## src/rtl/jt1943_rom_arbiter.sv

```systemverilog
// Serialises up to SLOTS ROM requesters onto the single jtgng_sdram read port and caches one word per slot.
// Define JT1943_ARB_RR_EN for round-robin arbitration; the default build uses fixed priority (slot 0 highest).
module jt1943_rom_arbiter #(
    parameter int SLOTS   = 4,
    parameter int AW      = 22,
    parameter int TIMEOUT = 255
) (
    input  logic                clk,
    input  logic                rst_n,
    input  logic                downloading,
    input  logic [SLOTS-1:0]    slot_cs,
    input  logic [SLOTS*AW-1:0] slot_addr,
    output logic [SLOTS-1:0]    slot_ok,
    output logic [SLOTS*32-1:0] slot_dout,
    output logic                sdram_req,
    output logic [AW-1:0]       sdram_addr,
    input  logic                sdram_ack,
    input  logic                data_rdy,
    input  logic [31:0]         data_read,
    output logic                busy,
    output logic [7:0]          timeout_cnt
);
    localparam int GW = $clog2(SLOTS);

    typedef enum logic [1:0] {IDLE, WAIT_ACK, WAIT_DATA} state_t;
    state_t state, state_nx;

    logic [SLOTS-1:0] valid;
    logic [AW-1:0]    tag  [SLOTS];
    logic [31:0]      dout [SLOTS];
    logic [SLOTS-1:0] pending;
    logic [GW-1:0]    grant;
    logic [GW-1:0]    pick;
    logic [7:0]       timer;
    logic             any_pending;
    logic             timed_out;

    genvar i;
    generate
        for (i = 0; i < SLOTS; i++) begin : g_slot
            assign slot_ok[i]            = slot_cs[i] & valid[i] & (slot_addr[i*AW +: AW] == tag[i]);
            assign slot_dout[i*32 +: 32] = dout[i];
        end
    endgenerate

    assign pending     = slot_cs & ~slot_ok;
    assign any_pending = |pending;
    assign timed_out   = (timer == 8'(TIMEOUT));

`ifdef JT1943_ARB_RR_EN
    logic [GW-1:0] last_grant;

    // Walk downwards so the slot nearest last_grant+1 is written last and wins.
    always_comb begin
        logic [GW-1:0] idx;
        pick = '0;
        idx  = '0;
        for (int k = SLOTS; k >= 1; k--) begin
            idx = GW'((int'(last_grant) + k) % SLOTS);
            if (pending[idx]) pick = idx;
        end
    end
`else
    always_comb begin
        pick = '0;
        for (int k = SLOTS-1; k >= 0; k--) begin
            if (pending[k]) pick = GW'(k);
        end
    end
`endif

    always_comb begin
        state_nx = state;
        case (state)
            IDLE:      if (any_pending) state_nx = WAIT_ACK;
            WAIT_ACK:  if (sdram_ack) state_nx = WAIT_DATA;
            WAIT_DATA: if (data_rdy || timed_out) state_nx = IDLE;
            default:   state_nx = IDLE;
        endcase
        if (downloading) state_nx = IDLE;
    end

    always_ff @(posedge clk or negedge rst_n) begin
        if (!rst_n) begin
            state <= IDLE;
            busy  <= 1'b0;
        end else begin
            state <= state_nx;
            busy  <= (state_nx != IDLE);
        end
    end

    always_ff @(posedge clk or negedge rst_n) begin
        if (!rst_n) begin
            sdram_req   <= 1'b0;
            sdram_addr  <= '0;
            grant       <= '0;
            timer       <= '0;
            valid       <= '0;
            timeout_cnt <= '0;
            for (int k = 0; k < SLOTS; k++) begin
                tag[k]  <= '0;
                dout[k] <= '0;
            end
`ifdef JT1943_ARB_RR_EN
            last_grant  <= GW'(SLOTS-1);
`endif
        end else if (downloading) begin
            // ROM contents are being rewritten: every cached word is stale.
            sdram_req <= 1'b0;
            valid     <= '0;
            timer     <= '0;
        end else begin
            case (state)
                IDLE: if (any_pending) begin
                    grant      <= pick;
                    sdram_addr <= slot_addr[int'(pick)*AW +: AW];
                    sdram_req  <= 1'b1;
`ifdef JT1943_ARB_RR_EN
                    last_grant <= pick;
`endif
                end
                WAIT_ACK: if (sdram_ack) begin
                    sdram_req <= 1'b0;
                    timer     <= '0;
                end
                WAIT_DATA: begin
                    timer <= timer + 8'd1;
                    if (data_rdy) begin
                        dout[grant]  <= data_read;
                        tag[grant]   <= sdram_addr;
                        valid[grant] <= 1'b1;
                    end else if (timed_out && timeout_cnt != 8'hFF) begin
                        timeout_cnt <= timeout_cnt + 8'd1;
                    end
                end
                default: ;
            endcase
        end
    end
endmodule

```

## config.mk

```make
export PLATFORM = sky130hd
export DESIGN_NAME = jt1943_rom_arbiter
export DESIGN_NICKNAME = d
export VERILOG_FILES = /design/src/rtl/jt1943_rom_arbiter.sv
export SDC_FILE = /design/constraint.sdc
export NUM_CORES = 1
export LEC_CHECK = 0
export BUFFER_PORTS_ARGS = -buffer_cell sky130_fd_sc_hd__buf_2
export CAP_MARGIN = 20
export CORE_AREA = 4 4 153 155
export DETAILED_ROUTE_END_ITERATION = 10
export DIE_AREA = 0 0 157 159
export HOLD_SLACK_MARGIN = 0.06
export PLACE_DENSITY = 0.91
export SKIP_LAST_GASP = 1
export SYNTH_ARGS = -nofsm -noshare
export SYNTH_HDL_FRONTEND = slang
export SYNTH_SLANG_ARGS = --single-unit
```

## constraint.sdc

```tcl
create_clock -name clk -period 2.98 [get_ports clk]
set_clock_uncertainty 0.15 [all_clocks]
set_input_delay 0.298 -clock clk [delete_from_list [all_inputs] [get_ports clk]]
set_output_delay 0.298 -clock clk [all_outputs]
set_load 0.05 [all_outputs]
```

==> flow_summary.toml <==
[sta]
worst_slew_pin_slew_ns = 0.8700
setup_viol = 0
fin_setup_tns_ns = 0
drv_slew = 0
fmax_mhz = 341.0
slew_headroom = 0.4200
min_period_ns = 2.933
rsz0062_at_grt = "true"
hold_viol = 0
period_share = 0.9842

[grt]
grt_antenna_before_repair = 6
grt_use_total = 0.2971
grt_max_degree = 81
grt_pass1_wl_mm = 58.32
grt_overflow = 0
grt_pass1_vias = 10280

[critical_path]
end_kind = "primary output"
path_class = "input port to primary output"
start_kind = "input port"
cp_max_fo = 2
cp.arrival_ns = 2.48
required_ns = 2.53

[detailed_routing]
first_pass_iters = 5
drc_errors = 0
routedWlPerCell_um = 23.79
wl_mm = 37.64
vias = 9439
viasPerCell = 5.966
drtAntennaViolNets = 0
first_iter_violations = 765

[clock_network]
clockRootBuffer = "clkbuf_16"
cts_buffers = 28
cts_sinks = 264
htreeDepth = 1
path_clk_slew_ns = 0.06
clk_path_buf_depth = 3
worstSkewPairLatency_ns = 0.53
cts_tree = "yes"
cts_setup_buffers = 0

[yosys]
async_flop_share = 1.000
syn-instance-count = 908
synth_ff_type = "dfrtp_1"
yosysWarnings = 0
synth_edf_count = 0
synth_top_area_frac = 0.5612
synthTopCellsByArea = "dfrtp_1, mux2_2, xor2_1"
ys_seq_elements = 264
yosys.cell_types.count = 43
synth_nets = 1039
syn_area_per_cell_um2 = 12.97
syn_area_um2 = 11770
synth_top_area_cell = "dfrtp_1"
synth_seq_area_share = 0.5612

[power_and_ir_drop]
peakVddDrop_mv = 0.7666
p_per_area_nw_per_um2 = 716.9
p_leak_nw = 8.167

[final_layout]
nNetsFinal = 1410
fillCellCount = 1348
drive_above_1_share = 0.4688
seq_area_um2 = 6606
fin_cells = 1582
multi_input_area_um2 = 4979
area_growth_pct = 30.16

[run]
drv_cap = 0

[status]
status = "finished, final reports clean"

[placement]
io_buffers = 292
post-dp-hpwl_mm = 24.72
routabilityCongestion = 0.9191
dp_cells = 1462

[die]
core_um2 = 21820
pin_count = 293
start_util = 0.5394
dieWidth_um = 157
dieHeight_um = 159
dieArea_um2 = 24960
rows = 54

[worst_hold_path]
hold_path.class = "input port to flop"
[cell usage in the layout, fill, tap and decap left out, drive strengths merged, types with 2 or more instances in the layout]
master       synthesis  routed
a21oi                8       8
and3                 7       7
buf                 19     320
bufinv               0       2
clkbuf              27      43
clkinv               0       4
dfrtp              264     264
diode                0       3
dlygate4sd3          0      67
ha                   2       2
inv                  3       3
mux2               217     217
nand2               67      67
nand3                5       5
nand4               10      10
nor2                59      59
nor2b                2       2
nor3                27      27
nor4                19      19
o21ai               15      15
o311a               22      22
o31ai               23      23
o41ai                2       2
or2                  2       2
xnor2               28      28
xor2                68      68
[layer usage]
| metal | GRT usage | routed length [µm] | share of wire | up-vias |
|---|---|---|---|---|
| met2 | 0.4858 | 18320 | 0.49 | 625 |
| li1 | - | - | - | 3985 |
| met4 | 0.1318 | 1927 | 0.051 | 6 |
| met1 | 0.3531 | 13180 | 0.35 | 4667 |
| met5 | 0 | 32 | 0.00085 | - |
| met3 | 0.1052 | 4185 | 0.11 | 156 |
[layout make-up]
class	count	area share
multi-input combinational	595	0.3249
tap	280	0.02286
timing repair buffer	387	0.1592
clock inverter	7	0.005961
antenna	3	0.0004899
sequential	264	0.4311
inverter	3	0.0007349
clock buffer	43	0.05471
[cells in the mapped netlist, types with 2 or more instances]
library cell / number
a21oi_1: 8
and3_1: 7
buf_2: 13
buf_4: 3
buf_6: 2
clkbuf_1: 25
clkbuf_4: 2
dfrtp_1: 264
ha_1: 2
inv_1: 3
mux2_2: 217
nand2_1: 67
nand3_1: 5
nand4_1: 10
nor2_1: 59
nor2b_1: 2
nor3_1: 26
nor4_1: 18
o21ai_0: 14
o311a_1: 22
o31ai_1: 6
o31ai_2: 17
or2_2: 2
xnor2_1: 28
xor2_1: 68
[path summary, 6_finish.rpt]
check	start	end	slack [ns]	cells after the start
setup reg to reg	tag[2]$_DFFE_PN0P_	sdram_addr[18]$_DFFE_PN0P_	0.14	8
min in group asynchronous	rst_n	slot_dout[8]$_DFFE_PN0P_	0.21	2
setup / recovery	slot_addr[20]	slot_ok[0]	0.05	6
max in group asynchronous	rst_n	timer[0]$_DFFE_PN0P_	1.60	3
hold / removal	slot_addr[42]	sdram_addr[20]$_DFFE_PN0P_	0.07	4
hold reg to reg	timer[7]$_DFFE_PN0P_	timer[7]$_DFFE_PN0P_	0.34	1
[cells by family after synthesis]
family | Yosys count | share of synthesized area
AOI/OAI and AO/OA | 78 | 0.05941
muxes | 217 | 0.2076
buffers and inverters | 49 | 0.01987
xor gates and xnor gates | 96 | 0.07142
and+or+nand+nor | 202 | 0.07844
adders and majority gates | 2 | 0.002125
DFF | 264 | 0.5612
[sequential cells by signal (all words and copies together), names as in the netlist]
name / cells
sdram_req: 1
busy: 1
grant: 2
state: 2
sdram_addr: 22
tag: 88
valid: 4
timeout_cnt: 8
timer: 8
slot_dout: 128
[worst max-delay path, stage by stage]
cell and delay, ns:
dlygate4sd3_1 0.56, buf_2 0.14, xnor2_1 0.37, nand3_1 0.28, nor4_2 0.49, buf_2 0.34
[through the flow]
stage / utilization / power (mW) / cell area (µm²) / hold WS (ns) / setup WS [ns]
after detailed placement: 0.6272 / 7.339 / 13690 / 0.1838 / 0.1947
final: 0.7022 / 10.99 / 15320 / 0.07000 / 0.04722
after CTS: 0.7012 / 10.94 / 15300 / 0.06104 / 0.01139
after global routing: 0.7022 / 11.35 / 15320 / 0.06540 / 0.009350
after global placement: 0.6272 / 7.225 / 13690 / 0.1794 / 0.3024
after floorplan: - / 6.397 / 11770 / -0.1476 / 0.09233
[where the power goes]
part           switching, mW  internal, mW
clock network           1.43          2.10
logic                   2.03         0.904
registers              0.423          4.10
[repair_timing]
action | 4_1_cts | 5_1_grt
hold endpoints to repair | 234 | 0
hold buffers | 67 | 0
endpoints found under the setup margin | 1 | 5
resized for setup | 2 | 2
Note: power is estimated with default switching activity, not from simulation.
